--- config.mk ---
export PLATFORM = sky130hd
export DESIGN_NAME = tag_scoreboard
export DESIGN_NICKNAME = d
export VERILOG_FILES = /design/src/rtl/tag_scoreboard_pkg.sv /design/src/rtl/tag_prio_enc.sv /design/src/rtl/tag_scoreboard.sv
export SDC_FILE = /design/constraint.sdc
export NUM_CORES = 1
export LEC_CHECK = 0
export BUFFER_PORTS_ARGS = -buffer_cell sky130_fd_sc_hd__buf_2
export CORE_ASPECT_RATIO = 0.75
export CORE_MARGIN = 2
export CORE_UTILIZATION = 63
export CTS_CLUSTER_SIZE = 24
export DETAILED_ROUTE_END_ITERATION = 10
export PLACE_DENSITY_LB_ADDON = 0.12
export RECOVER_POWER = 50
export SLEW_MARGIN = 40
export SYNTH_ARGS = -nofsm -noshare
export SYNTH_HDL_FRONTEND = slang
export SYNTH_SLANG_ARGS = --single-unit
export TNS_END_PERCENT = 30
--- constraint.sdc ---
create_clock -name clk -period 8.86 [get_ports clk]
set_input_delay 0.886 -clock clk [delete_from_list [all_inputs] [get_ports clk]]
set_output_delay 0.886 -clock clk [all_outputs]
set_load 0.01 [all_outputs]
--- src/rtl/tag_scoreboard_pkg.sv ---
// Shared tag-space constants and the tag-to-one-hot decode used by the scoreboard,
// the issue buffer and the rename stage, so all agree on the done_flags width.
// Combinational helpers only; no state.
package tag_scoreboard_pkg;

    localparam int NUM_TAGS = 30;  // physical result tags (max 32)
    localparam int TAG_W    = 5;   // ceil(log2(NUM_TAGS))
    localparam int OH_W     = NUM_TAGS;

    typedef logic [TAG_W-1:0] tag_t;
    typedef logic [OH_W-1:0]  tag_vec_t;

    // Out-of-range tags decode to all zeros, so they can never hit a bitmap bit.
    function automatic tag_vec_t tag_onehot(input tag_t tag);
        tag_vec_t oh;
        oh = '0;
        for (int i = 0; i < OH_W; i++) begin
            oh[i] = (tag == TAG_W'(i));
        end
        return oh;
    endfunction

endpackage

--- src/rtl/tag_prio_enc.sv ---
// Lowest-set-bit priority encoder: (valid, index) of the lowest 1 in in_vec.
// Latency: purely combinational. Backpressure: none.
// Index is 0 when no bit is set.
module tag_prio_enc #(
    parameter int W  = 30,
    parameter int IW = 5
) (
    input  logic [W-1:0]  in_vec,
    output logic          vld,
    output logic [IW-1:0] idx
);

    // Scan high to low so the lowest set bit is the last one written.
    always_comb begin
        idx = '0;
        for (int i = W - 1; i >= 0; i--) begin
            if (in_vec[i]) begin
                idx = IW'(i);
            end
        end
    end

    assign vld = |in_vec;

endmodule

--- src/rtl/tag_scoreboard.sv ---
// Physical-tag allocator and completion scoreboard driving done_flags to the issue buffer.
// Latency: alloc/wb/free update state next cycle; done_flags 1 cycle after wb
// (same cycle when SCOREBOARD_WB_BYPASS_EN is defined). Backpressure: alloc_valid drops when no tag is free.
module tag_scoreboard
    import tag_scoreboard_pkg::*;
(
    input  logic                clk,
    input  logic                rst,
    output logic                alloc_valid,
    input  logic                alloc_ready,
    output logic [TAG_W-1:0]    alloc_tag,
    input  logic                wb_valid,
    input  logic [TAG_W-1:0]    wb_tag,
    input  logic                free_valid,
    input  logic [TAG_W-1:0]    free_tag,
    output logic [NUM_TAGS-1:0] done_flags,
    output logic [TAG_W:0]      free_count,
    output logic                err_sticky
);

    logic [NUM_TAGS-1:0] free_q, free_d;
    logic [NUM_TAGS-1:0] done_q, done_d;
    logic [TAG_W:0]      cnt_q, cnt_d;
    logic                err_q, err_d;

    logic [NUM_TAGS-1:0] wb_oh, free_oh, alloc_oh;
    logic                alloc_fire, wb_legal, free_legal;

    tag_prio_enc #(
        .W  (NUM_TAGS),
        .IW (TAG_W)
    ) u_prio_enc (
        .in_vec (free_q),
        .vld    (alloc_valid),
        .idx    (alloc_tag)
    );

    assign wb_oh    = tag_onehot(wb_tag);
    assign free_oh  = tag_onehot(free_tag);
    assign alloc_oh = tag_onehot(alloc_tag);

    // A strobe is legal only if its tag is in range and currently busy; the
    // one-hot decode is zero for out-of-range tags, which folds both tests together.
    assign alloc_fire = alloc_valid & alloc_ready;
    assign wb_legal   = wb_valid & (|(wb_oh & ~free_q));
    assign free_legal = free_valid & (|(free_oh & ~free_q));

    // Next-state: wb sets done, free overrides wb, alloc clears last. An offered
    // tag is always free, so alloc never collides with a legal wb or free.
    always_comb begin
        free_d = free_q;
        done_d = done_q;
        cnt_d  = cnt_q;
        err_d  = err_q;
        if (wb_legal) begin
            done_d = done_d | wb_oh;
        end
        if (free_legal) begin
            free_d = free_d | free_oh;
            done_d = done_d | free_oh;
        end
        if (alloc_fire) begin
            free_d = free_d & ~alloc_oh;
            done_d = done_d & ~alloc_oh;
        end
        if (free_legal && !alloc_fire) begin
            cnt_d = cnt_q + 1'b1;
        end else if (alloc_fire && !free_legal) begin
            cnt_d = cnt_q - 1'b1;
        end
        if ((wb_valid && !wb_legal) || (free_valid && !free_legal)) begin
            err_d = 1'b1;
        end
    end

    // State registers; reset returns every tag to free and done.
    always_ff @(posedge clk or negedge rst) begin
        if (!rst) begin
            free_q <= '1;
            done_q <= '1;
            cnt_q  <= (TAG_W + 1)'(NUM_TAGS);
            err_q  <= 1'b0;
        end else begin
            free_q <= free_d;
            done_q <= done_d;
            cnt_q  <= cnt_d;
            err_q  <= err_d;
        end
    end

`ifdef SCOREBOARD_WB_BYPASS_EN
    // Same-cycle wakeup: forward a legal writeback straight onto the flags.
    assign done_flags = done_q | (wb_legal ? wb_oh : '0);
`else
    assign done_flags = done_q;
`endif

    assign free_count = cnt_q;
    assign err_sticky = err_q;

endmodule

==> results.yml <==
status:
  status: "finished with violations"
  violations: "capacitance limit, slew limit"
cts:
  cts_tree: "yes"
  ctsRootBufferMaster: "clkbuf_8"
  path_clk_slew_ns: 0.08
  clkLatencyLatePin_ns: 0.36
  cts_setup_buffers: 0
  cts_hold_buffers: 0
  post_cts_resized: 0
  h-tree-depth: 3
  cts.sinks: 67
  clockBufferDepth: 2
  cts_inserted_buffers: 9
setup_path:
  crit_chain: "buf_2 > and4b_1 > a32o_1 > or4_1 > a211oi_4 > nor2b_1 > ha_1 > inv_1 > ha_1 > a21o_1 > a21oi_1 > o21bai_1 > a21oi_1 > xnor2_1 > nor2_1 > xor2_1"
  cp.arrival_ns: 4.43
  slowest_stage: "or4_1"
  end_kind: "flip-flop"
  worstSetupPathType: "in2reg"
  path_buf_inv: 2
  path_max_fanout: 26
  cpPeakStageDelay_ns: 0.55
  worst_setup_path_start_kind: "primary input"
  cp_top_family: "compound AO/OA/AOI/OAI gates"
  crit_required_ns: 9.11
drt:
  drt_pass1_iterations: 8
  viasPerCell: 7.16
  route.detailed.drc: 0
  wl_um: 15900
  ant_nets: 0
  drtIter0Drc: 694
  dr_total_vias: 4702
  avgRoutedWirePerCell_um: 24.1
power_and_ir_drop:
  power.density_nw_per_um2: 364
  power_uw: 1830
  ir_drop_uv: 215
  p_leak_uw: 0.00195
logic_synthesis:
  synth_common_cells: "dfstp_2 (64), nor2_1 (54), a21oi_1 (49)"
  synth.most_common_cell: "dfstp_2"
  synth_top_flop_cell: "dfstp_2"
  synthDistinctLibCells: 72
  synth-edff-count: 0
  async_flop_share: 1.00
  yosysWarnings: 0
  netlist_area_um2: 4500
  syn-instance-count: 513
  postSynthRegisterBits: 67
  ys_top_cells_by_area: "dfstp_2 (37%), a21oi_1 (5.4%), nor2_1 (4.5%), nand2_1 (2.7%), nor3_1 (2.4%)"
  synth_fp_nets: 534
  yosysTopAreaCellShare: 0.373
  yosys.area.top_type: "dfstp_2"
  avgSynthCellArea_um2: 8.78
  ys_seq_area_frac: 0.390
timing:
  final.setup.tns_ns: 0
  fmax_mhz: 239
  hold_viol: 0
  worst_pin_slew_ns: 3.52
  layout_setup_ws_ns: 4.67
  setup_viol: 0
  period_share: 0.472
  relSlewSlack: -1.35
  report.final.slew_viol_count: 68
  fin_worst_skew_ns: 0.0102
  period_minus_slack_ns: 4.19
  rsz0062_at_grt: "no"
run:
  drv_cap: 1
global_routing:
  overflow: 0
  grt_pass1_vias: 4339
  grt_use_total: 0.414
  grt_pass1_wl_um: 24400
  antenna_found_initial: 0
  grt_max_degree: 68
floorplanning:
  start_util: 0.656
  coreArea_um2: 6860
  pin_count: 58
  die_area_um2: 7850
  fp.dieW_um: 102
  fp-row-count: 26
  die_height_um: 77.2
place:
  pre_cts_ws_ns: 4.35
  io_buffers: 57
  hpwl_um: 11600
  place.gp.congestion: 1.04
cells_and_area:
  multi_input_comb_area_um2: 2570
  area_growth_pct: 11.5
  nFillCells: 544
  regArea_um2: 1760
  utilization: 0.732
  drive_gt1_frac: 0.246
  nets: 574
min_path:
  min_path_type: "reg2reg"
## cell type report
class,instances,area share
Tap cell,98,0.0244
Multi-Input combinational cell,396,0.511
Inverter,20,0.0149
Antenna cell,1,0.000498
Clock buffer,9,0.0247
Timing Repair Buffer,59,0.0546
Clock inverter,7,0.0199
Sequential cell,67,0.350
## report_power, final
part / switching [uW] / total (uW) / internal [uW] / leakage, uW
Sequential: 193 / 720 / 527 / 0.000702
Combinational: 501 / 813 / 312 / 0.00114
Clock: 134 / 294 / 160 / 0.000114
Total: 828 / 1830 / 1000 / 0.00195
## metrics by stage
| step | cells | hold WS (ns) | cell area, um^2 |
|---|---|---|---|
| after detailed placement | 640 | 0.455 | 4820 |
| after global routing | 656 | 0.509 | 5020 |
| after floorplan | 513 | 0.465 | 4500 |
| after CTS | 656 | 0.471 | 5040 |
| final | 657 | 0.469 | 5020 |
| after global placement | 640 | 0.450 | 4800 |
## cells in the final DEF, fill, tap and decap left out, drive strengths merged, types with 6 or more instances in the layout
master	Yosys	final
mux2i	7	7
or4	10	10
or3	14	14
nand3	8	8
nand2	32	32
nor4	10	10
nor2	54	54
nand2b	8	8
o21ai	12	12
dfstp	64	64
o21a	10	10
a22oi	10	10
clkbuf	16	28
nor3	22	22
nor2b	13	13
and2	8	8
buf	14	40
o22ai	12	12
o31a	10	10
and3	8	8
nor3b	6	6
a21oi	49	49
inv	20	21
## logic make-up (layout without fill, tap and decap cells)
| family | count (synthesis) | after routing | share of synthesized area |
|---|---|---|---|
| and+or+nand+nor | 223 | 223 | 0.278 |
| xor gates and xnor gates | 6 | 6 | 0.0117 |
| DFF | 67 | 67 | 0.390 |
| buffers and inverters | 50 | 95 | 0.0458 |
| adders and majority gates | 6 | 6 | 0.0183 |
| muxes | 9 | 9 | 0.0206 |
| AOI/OAI and AO/OA | 152 | 152 | 0.236 |
| other | 0 | 1 | 0 |
## path summary, 6_finish.rpt
path / startpoint / endpoint / slack [ns] / depth (start not counted)
min in group asynchronous: rst / free_count[5]$_DFFE_PN0P_ / 1.84 / 2
worst max register to register: free_q[24]$_DFF_PN1_ / free_count[5]$_DFFE_PN0P_ / 4.99 / 15
max in group asynchronous: rst / err_sticky$_DFFE_PN0P_ / 5.08 / 2
worst min-delay path: free_count[5]$_DFFE_PN0P_ / free_count[5]$_DFFE_PN0P_ / 0.47 / 1
worst max-delay path: free_tag[1] / free_count[5]$_DFFE_PN0P_ / 4.67 / 16
worst min register to register: free_count[5]$_DFFE_PN0P_ / free_count[5]$_DFFE_PN0P_ / 0.47 / 1
## flip-flops by register name, indices dropped and copies added, names as in the netlist
name / cells
err_sticky: 1
done_flags: 30
free_q: 30
free_count: 6
## metal layers
layer | track usage | vias up | routed length, um
met5 | 0 | - | 0
met4 | 0.149 | 0 | 561
met3 | 0.149 | 73 | 2340
met2 | 0.566 | 448 | 6650
met1 | 0.597 | 2184 | 6310
li1 | - | 1997 | -
Power figures use the tool's default switching activity.
